`config.mk`:
```
export PLATFORM = sky130hd
export DESIGN_NAME = regfile_wport_arbiter
export DESIGN_NICKNAME = d
export VERILOG_FILES = /design/src/rtl/regfile_wport_arbiter_pkg.sv /design/src/rtl/vc_rr_arbiter.sv /design/src/rtl/regfile_wport_arbiter.sv
export SDC_FILE = /design/constraint.sdc
export NUM_CORES = 1
export LEC_CHECK = 0
export ABC_AREA = 1
export BUFFER_PORTS_ARGS = -buffer_cell sky130_fd_sc_hd__buf_4
export CAP_MARGIN = 20
export CELL_PAD_IN_SITES_DETAIL_PLACEMENT = 1
export CELL_PAD_IN_SITES_GLOBAL_PLACEMENT = 1
export CORE_MARGIN = 2
export CORE_UTILIZATION = 26
export CTS_BUF_LIST = sky130_fd_sc_hd__clkbuf_16
export CTS_CLUSTER_DIAMETER = 80
export DETAILED_ROUTE_END_ITERATION = 12
export GPL_ROUTABILITY_DRIVEN = 1
export GPL_TIMING_DRIVEN = 0
export PLACE_DENSITY_LB_ADDON = 0.1
export SETUP_SLACK_MARGIN = 0.2
export SLEW_MARGIN = 20
export SYNTH_ARGS = -nofsm -noshare
export SYNTH_HDL_FRONTEND = slang
export SYNTH_SLANG_ARGS = --single-unit
```
`constraint.sdc`:
```
create_clock -name clk -period 3.1 [get_ports clk]
set_clock_uncertainty 0.1 [all_clocks]
set_input_delay 0 -clock clk [delete_from_list [all_inputs] [get_ports clk]]
set_output_delay 0 -clock clk [all_outputs]
set_load 0.03 [all_outputs]
```
`src/rtl/regfile_wport_arbiter_pkg.sv`:
```
// Shared definitions for the regfile write-port arbiter: requester indices,
// default widths and the round-robin pointer helper.
package regfile_wport_arbiter_pkg;

    // Requester slots as wired in the core.
    localparam int unsigned REQ_ALU = 0;
    localparam int unsigned REQ_MUL = 1;
    localparam int unsigned REQ_MEM = 2;

    localparam int unsigned NREQ_DEFAULT    = 3;
    localparam int unsigned DATA_SZ_DEFAULT = 32;
    localparam int unsigned ENTRIES_DEFAULT = 32;
    localparam int unsigned ADDR_SZ_DEFAULT = 5;

    // Slot that gets top priority after slot idx has been served.
    function automatic int unsigned rr_next(int unsigned idx, int unsigned n);
        return (idx + 1 >= n) ? 0 : idx + 1;
    endfunction

endpackage

```
`src/rtl/vc_rr_arbiter.sv`:
```
// Combinational round-robin arbiter: picks the first active request at or
// after ptr, wrapping modulo NREQ.
module vc_rr_arbiter
    import regfile_wport_arbiter_pkg::*;
#(
    parameter int unsigned NREQ   = NREQ_DEFAULT,
    parameter int unsigned PTR_SZ = $clog2(NREQ)
) (
    input  logic [NREQ-1:0]   req,
    input  logic [PTR_SZ-1:0] ptr,
    output logic [NREQ-1:0]   grant,
    output logic [PTR_SZ-1:0] grant_idx
);

    // Walk the requesters starting at ptr; the first active one wins.
    always_comb begin
        int unsigned idx;
        logic        found;
        idx       = 0;
        found     = 1'b0;
        grant     = '0;
        grant_idx = '0;
        for (int unsigned off = 0; off < NREQ; off++) begin
            idx = (int'(ptr) + off) % NREQ;
            if (!found && req[idx]) begin
                grant[idx] = 1'b1;
                grant_idx  = PTR_SZ'(idx);
                found      = 1'b1;
            end
        end
    end

endmodule

```
`src/rtl/regfile_wport_arbiter.sv`:
```
// Shares the single regfile write port between NREQ writeback requesters.
// One round-robin grant per cycle feeds a registered write stage; two bypass
// ports expose the write that is in flight but not yet in the regfile.
module regfile_wport_arbiter
    import regfile_wport_arbiter_pkg::*;
#(
    parameter int unsigned NREQ     = NREQ_DEFAULT,
    parameter int unsigned DATA_SZ  = DATA_SZ_DEFAULT,
    parameter int unsigned ENTRIES  = ENTRIES_DEFAULT,
    parameter int unsigned ADDR_SZ  = ADDR_SZ_DEFAULT,
    parameter bit          ZERO_REG = 1'b1
) (
    input  logic                      clk,
    input  logic                      reset_n,

    input  logic [NREQ-1:0]           req_val,
    output logic [NREQ-1:0]           req_rdy,
    input  logic [NREQ*ADDR_SZ-1:0]   req_addr,
    input  logic [NREQ*DATA_SZ-1:0]   req_data,

    output logic                      wen_p,
    output logic [ADDR_SZ-1:0]        waddr_p,
    output logic [DATA_SZ-1:0]        wdata_p,

    input  logic [ADDR_SZ-1:0]        q_addr0,
    input  logic [ADDR_SZ-1:0]        q_addr1,
    output logic                      q_hit0,
    output logic                      q_hit1,
    output logic [DATA_SZ-1:0]        q_data0,
    output logic [DATA_SZ-1:0]        q_data1
);

    localparam int unsigned PTR_SZ = $clog2(NREQ);

    if (NREQ < 2 || NREQ > 8) begin : g_bad_nreq
        $error("regfile_wport_arbiter: NREQ must be 2..8");
    end
    if (ENTRIES > (1 << ADDR_SZ)) begin : g_bad_entries
        $error("regfile_wport_arbiter: ENTRIES exceeds address space");
    end

    logic [PTR_SZ-1:0]  ptr_q, ptr_d;
    logic [NREQ-1:0]    grant;
    logic [PTR_SZ-1:0]  grant_idx;
    logic               xfer;
    logic [ADDR_SZ-1:0] win_addr;
    logic [DATA_SZ-1:0] win_data;
    logic               wen_d;
    logic [ADDR_SZ-1:0] waddr_d;
    logic [DATA_SZ-1:0] wdata_d;

    vc_rr_arbiter #(
        .NREQ   (NREQ),
        .PTR_SZ (PTR_SZ)
    ) u_arb (
        .req       (req_val),
        .ptr       (ptr_q),
        .grant     (grant),
        .grant_idx (grant_idx)
    );

    // Grant is suppressed during reset so no requester sees an accept that
    // the write stage cannot capture.
    always_comb begin
        req_rdy = reset_n ? grant : '0;
        xfer    = |req_rdy;
    end

    // Select the winning requester's address and data.
    always_comb begin
        win_addr = '0;
        win_data = '0;
        for (int unsigned i = 0; i < NREQ; i++) begin
            if (grant[i]) begin
                win_addr = req_addr[i*ADDR_SZ +: ADDR_SZ];
                win_data = req_data[i*DATA_SZ +: DATA_SZ];
            end
        end
    end

    // Next state: capture the winner; zero-register writes still consume the
    // slot and advance the pointer but never raise wen_p.
    always_comb begin
        ptr_d   = ptr_q;
        waddr_d = waddr_p;
        wdata_d = wdata_p;
        wen_d   = 1'b0;
        if (xfer) begin
            ptr_d   = PTR_SZ'(rr_next(int'(grant_idx), NREQ));
            waddr_d = win_addr;
            wdata_d = win_data;
            wen_d   = !(ZERO_REG && (win_addr == '0));
        end
    end

    // Pointer and write-stage registers.
    always_ff @(posedge clk or negedge reset_n) begin
        if (!reset_n) begin
            ptr_q   <= '0;
            wen_p   <= 1'b0;
            waddr_p <= '0;
            wdata_p <= '0;
        end else begin
            ptr_q   <= ptr_d;
            wen_p   <= wen_d;
            waddr_p <= waddr_d;
            wdata_p <= wdata_d;
        end
    end

    // Bypass: forward the in-flight write to readers that ask for its address.
    always_comb begin
        q_hit0  = wen_p && (waddr_p == q_addr0);
        q_hit1  = wen_p && (waddr_p == q_addr1);
        q_data0 = wdata_p;
        q_data1 = wdata_p;
    end

endmodule

```
Word level (Yosys, flattened, before mapping)

Cells that the tools add are included.

Logic and storage cells: 62
Register bits: 40
Output and inout port bits: 107
Input bits: 126

Muxes and demuxes: 29
Div/mod/pow operators: 3
Equal/unequal tests: 2
Reductions and logical operators: 12
Bitwise gates (word level): 2
Order comparisons: 7
Add/subtract/negate cells: 3

Operator list:

| kind                    | number |
|---|---|
| $ge A32 B1 Y1 const B   | 3 |
| $lt A32 B3 Y1 const B   | 3 |
| $mux W32                | 3 |
| $mod A32 B2 Y32 const B | 2 |
| $mod A2 B2 Y32 const B  | 1 |
| $mux W5                 | 3 |
| $mux W3                 | 4 |
| $eq A5 B5 Y1            | 2 |
| $mux W1                 | 9 |
| $mux W2                 | 4 |
| $logic_and A1 B1 Y1     | 7 |
| $add A2 B1 Y3 const B   | 2 |
| $bmux W1 S2             | 3 |
| $demux W1 S2            | 3 |
| $or A3 B3 Y3            | 2 |
| $logic_not A5 Y1        | 1 |
| $add A2 B2 Y3 const B   | 1 |
| $ge A3 B2 Y1 const B    | 1 |
| $logic_not A1 Y1        | 3 |
| $reduce_or A3 Y1        | 1 |

Longest topological paths before layout

Word-level depth: 16
Depth in mapped cells: 17
Depth with buffers taken out: 17

Modules after synthesis

A second synthesis with hierarchy kept.

Cell total of the unflattened synthesis: 458
Area total of the unflattened synthesis: 3,428.3 µm²

By module, submodules not included:

| module                | instances | cells each | area an instance (µm²) |
|---|---|---|---|
| regfile_wport_arbiter | 1         | 396        | 3,111.7 |
| vc_rr_arbiter         | 1         | 62         | 316.6 |

Least setup slack after synthesis

OpenSTA, ideal clock, no wires.

Kind: reg2reg
Start: register ptr_q[0]
End: register wdata_p[10] (netlist: q_data0[10])
Path slack: 0.941 ns
Stages on the path, launching flop included: 16
Setup time: 0.123 ns
Data arrival time: 1.936 ns
Data required time: 2.877 ns
Cells stage by stage: dfrtp_1 -> inv_1 -> ha_1 -> inv_2 -> nand2_1 -> nand3_1 -> nand2_2 -> nor2_4 -> nand3_1 -> nand2_4 -> nand2_1 -> nand3_4 -> inv_4 -> buf_4 -> nand2_1 -> o21ai_1

Cells in the longest elaborated chain, start to end: 13

RTL lines:

| what                                                                 | RTL line                     | RTL |
|---|---|---|
| from (decl)                                                          | regfile_wport_arbiter.sv:42  | `logic [PTR_SZ-1:0] ptr_q, ptr_d;` |
| from (signal assigned)                                               | regfile_wport_arbiter.sv:104 | `ptr_q <= ptr_d;` |
| $add A2 B1 Y3 or $mod A2 B2 Y32 (tied branches)                      | vc_rr_arbiter.sv:24          | `idx = (int'(ptr) + off) % NREQ;` |
| $mod A32 B2 Y32 (tied with other cells)                              | vc_rr_arbiter.sv:24          |  |
| $ge A32 B1 Y1 (not written as such) (tied with other cells)          | vc_rr_arbiter.sv:26          | `grant[idx] = 1'b1;` |
| $logic_and A1 B1 Y1 (not written as such) (tied with other cells)    | vc_rr_arbiter.sv:26          |  |
| $mux W1 (not written as such) (tied with other cells)                | vc_rr_arbiter.sv:26          |  |
| $demux W1 S2 (tied with other cells)                                 | n/a                          |  |
| $or A3 B3 Y3 (no source line) or $mux W1 (tied branches)             | n/a                          |  |
| $mux W3 or $logic_not A1 Y1 (tied branches)                          | vc_rr_arbiter.sv:25          | `if (!found && req[idx]) begin` |
| $or A3 B3 Y3 (no source line) or $logic_and A1 B1 Y1 (tied branches) | n/a                          |  |
| $mux W3 *                                                            | vc_rr_arbiter.sv:25          |  |
| $mux W32 (3 in a row)                                                | regfile_wport_arbiter.sv:74  | `if (grant[i]) begin` |
| to (signal assigned)                                                 | regfile_wport_arbiter.sv:107 | `wdata_p <= wdata_d;` |
| to (decl)                                                            | regfile_wport_arbiter.sv:23  | `output logic [DATA_SZ-1:0] wdata_p,` |

Every way passes the cells marked *; elsewhere a longest branch is shown, timed or not. The select of a mux whose other input is x is not followed.
A chain may end at the register's enable or synchronous reset.

Worst setup path in the final report

Start: register ptr_q[0]
End: register wdata_p[8] (netlist: q_data0[8])

Same word-level chain as after synthesis.

==> flow_metrics.py <==
metrics = {
    "run_status": {
        "outcome": "complete, no violations",
    },
    "power_and_ir_drop": {
        "p_leak_nw": 3.11,
        "ir_drop_uv": 635,
        "power_density_nw_per_um2": 1380,
    },
    "clock_network": {
        "cts-buffers-inserted": 5,
        "clk_pin_slew_ns": 0.06,
        "clk_latency_ns": 0.28,
        "cts_setup_buffers": 0,
        "cts-htree-levels": 2,
        "clock-sinks": 40,
        "cts_buffer_depth": 2,
        "cts_resized": 0,
        "tritoncts": "yes",
        "cts-root-buf": "clkbuf_16",
    },
    "sta": {
        "postLayoutSetupSlackWorst_ns": 0.476,
        "timing.hold.ws_ns": 0.00365,
        "slew_headroom": 0.599,
        "worst_slew_pin_slew_ns": 0.602,
        "fmax_mhz": 381,
        "fin_crit_sh": 0.847,
        "rsz0062_at_grt": "no",
        "fin_setup_tns_ns": 0,
        "hold_violations": 0,
        "drv_slew": 0,
        "setup_viol": 0,
        "fin_crit_ns": 2.62,
    },
    "routing": {
        "drtIter0Drc": 96,
        "drcViolationCount": 0,
        "wl_per_cell_um": 15.9,
        "vias": 4217,
        "dr_wl_met2_um": 7870,
        "drt_pass1_iterations": 4,
        "wirelength_um": 14700,
        "dr_wl_met3_um": 825,
        "drtAntennaViolNets": 0,
        "viasPerCell": 4.56,
        "wl_met1_um": 5580,
        "top_layer": "met4",
    },
    "logic_synthesis": {
        "synth_commonest_cells": "nand2_1 (103), buf_4 (72), o21ai_1 (62)",
        "synth_compound_area_frac": 0.207,
        "yosysMostFrequentCell": "nand2_1",
        "ys_seq_elements": 40,
        "synth_top_family_by_area": "simple AND/OR/NAND/NOR gates",
        "syn_area_per_cell_um2": 7.23,
        "ys_warn_count": 0,
        "synthesis.area_um2": 3240,
        "synth_simple_gate_area_share": 0.231,
        "syn_nets": 579,
        "yosysSeqAreaShare": 0.309,
        "synth_mux_area_frac": 0,
        "ys_types": 31,
        "synthXorXnorAreaFrac": 0.0108,
        "synth_flop_cell": "dfrtp_1",
        "synth_top_cell_by_area": "dfrtp_1",
        "synthCells": 449,
        "yosys.area_share.adder": 0.0154,
        "synth_top_area_share": 0.309,
        "synthArstFlopShare": 1.00,
        "synth.area.top_cells": "dfrtp_1 (31%), buf_4 (17%), nand2_1 (12%)",
        "synth-edff-count": 0,
    },
    "placement": {
        "pre_cts_ws_ns": 0.443,
        "place_inst": 849,
        "io_buffers": 232,
        "place_congestion": 0.786,
        "hpwl_um": 10900,
        "placed_area_um2": 5200,
    },
    "worst_hold_path": {
        "min_path_type": "in -> reg",
        "min_from": "req_data[13]",
        "min_to": "q_data0[13]",
        "whs_path_depth": 5,
    },
    "floorplan": {
        "die_area_um2": 13400,
        "start_util": 0.268,
        "core_area_um2": 12100,
        "ioPinCount": 233,
        "core.rowCount": 40,
        "die_h_um": 116,
        "die_x_um": 116,
    },
    "critical_path": {
        "reg2reg_to": "q_data0[8]",
        "worst_ep_arrival_time_ns": 2.73,
        "worstSetupEndpointType": "register",
        "cp-start-kind": "register",
        "path_class": "reg -> reg",
        "r2r_start": "ptr_q[0]",
        "cp.required_ns": 3.20,
        "r2r_slack_ns": 0.48,
        "crit_fanout": 10,
        "rr_worst_depth": 14,
    },
    "grt": {
        "grt-ovfl-total": 0,
        "antenna_found_initial": 1,
        "grt_util_all_layers": 0.216,
        "grt_pass1_vias": 4484,
        "grt_max_degree": 44,
        "grt_first_pass_wirelength_um": 22600,
    },
    "finish": {
        "fin_area_um2": 6000,
        "final_cells": 924,
        "fillers": 1554,
        "fin_nets": 884,
        "area_growth_pct": 84.9,
        "drive_above_1_share": 0.453,
    },
    "run": {
        "cap_violations": 0,
    },
}
-- how the worst max path moves through the flow --
| stage | startpoint | slack (ns) | end | cells after the start |
|---|---|---|---|---|
| floorplan | ptr_q[0] | 0.94 | q_data0[10] | 15 |
| global placement | ptr_q[0] | 0.57 | q_data0[16] | 14 |
| detailed placement | ptr_q[0] | 0.44 | q_data0[16] | 14 |
| CTS | ptr_q[0] | 0.42 | q_data0[24] | 14 |
| global route | ptr_q[0] | 0.26 | q_data0[13] | 14 |
| finish | ptr_q[0] | 0.48 | q_data0[8] | 14 |
-- flip-flops by register name, indices dropped and copies added, names as in the netlist --
register and count:
ptr_q 2, q_data0 32, waddr_p 5, wen_p 1
-- critical path, cell delays in order (launching register included) --
cell and delay [ns]:
dfrtp_1 0.38, inv_1 0.08, ha_1 0.40, inv_2 0.11, nand2_1 0.06, nand3_1 0.08, nand2_2 0.09, nand2_1 0.12
nor2_2 0.05, nor2_2 0.08, nand2_2 0.11, inv_2 0.16, clkbuf_1 0.44, o21ai_1 0.11, o21ai_1 0.18
-- per-layer routing --
metal | track usage | vias up
met3 | 0.0455 | 26
met5 | 0 | -
li1 | - | 2038
met2 | 0.417 | 154
met1 | 0.237 | 1999
met4 | 0.0611 | 0
-- kinds of logic (layout without fill, tap and decap cells) --
kind of cell | Yosys count | count (layout)
compound gates | 116 | 116
xor+xnor | 4 | 4
fa+ha+maj | 4 | 4
buf+inv | 111 | 417
flops | 40 | 40
other cells | 0 | 1
simple gates | 174 | 174
-- through the flow --
stage                util  power, mW
finish              0.495       8.27
floorplan               -       5.61
global placement    0.429       7.54
global route        0.495       9.01
CTS                 0.495       8.33
detailed placement  0.429       7.71
-- placed cells by master (no fill, tap or decap), types with 3 or more instances in the layout --
cell and n:
ha_1 4, clkbuf_1 4, dlygate4sd3_1 66, nand2_1 103, nand2_2 4, or2_1 3, o22ai_1 3, nor2_1 35
a21oi_1 7, buf_2 8, buf_4 304, nand3_1 16, clkbuf_16 5, inv_1 16, buf_6 5, o21ai_1 62
dfrtp_1 40, o21ai_0 9, a211oi_1 32, inv_2 5, xor2_1 4
-- layout make-up --
| cell class | count | area, um^2 | area share |
|---|---|---|---|
| multi-input cells | 298 | 1510 | 0.251 |
| flip-flops and latches | 40 | 1000 | 0.167 |
| diodes | 1 | 2.50 | 0.000417 |
| clock buffers | 5 | 125 | 0.0209 |
| clock inverters | 3 | 13.8 | 0.00229 |
| plain buffers | 89 | 652 | 0.109 |
| well taps | 168 | 210 | 0.0350 |
| repair buffers | 298 | 2400 | 0.401 |
| inverters | 22 | 85.1 | 0.0142 |
-- report_power, final --
part	total [mW]	internal, mW	switching [mW]
clock network	0.512	0.293	0.219
registers	1.04	0.792	0.246
logic	6.71	2.62	4.09
total	8.27	3.71	4.56
-- timing repair --
item | 4_1_cts | 5_1_grt
endpoints found under the hold margin | 73 | 0
hold buffers | 66 | 0
endpoints found under the setup margin | 0 | 0
Power figures use the tool's default switching activity.
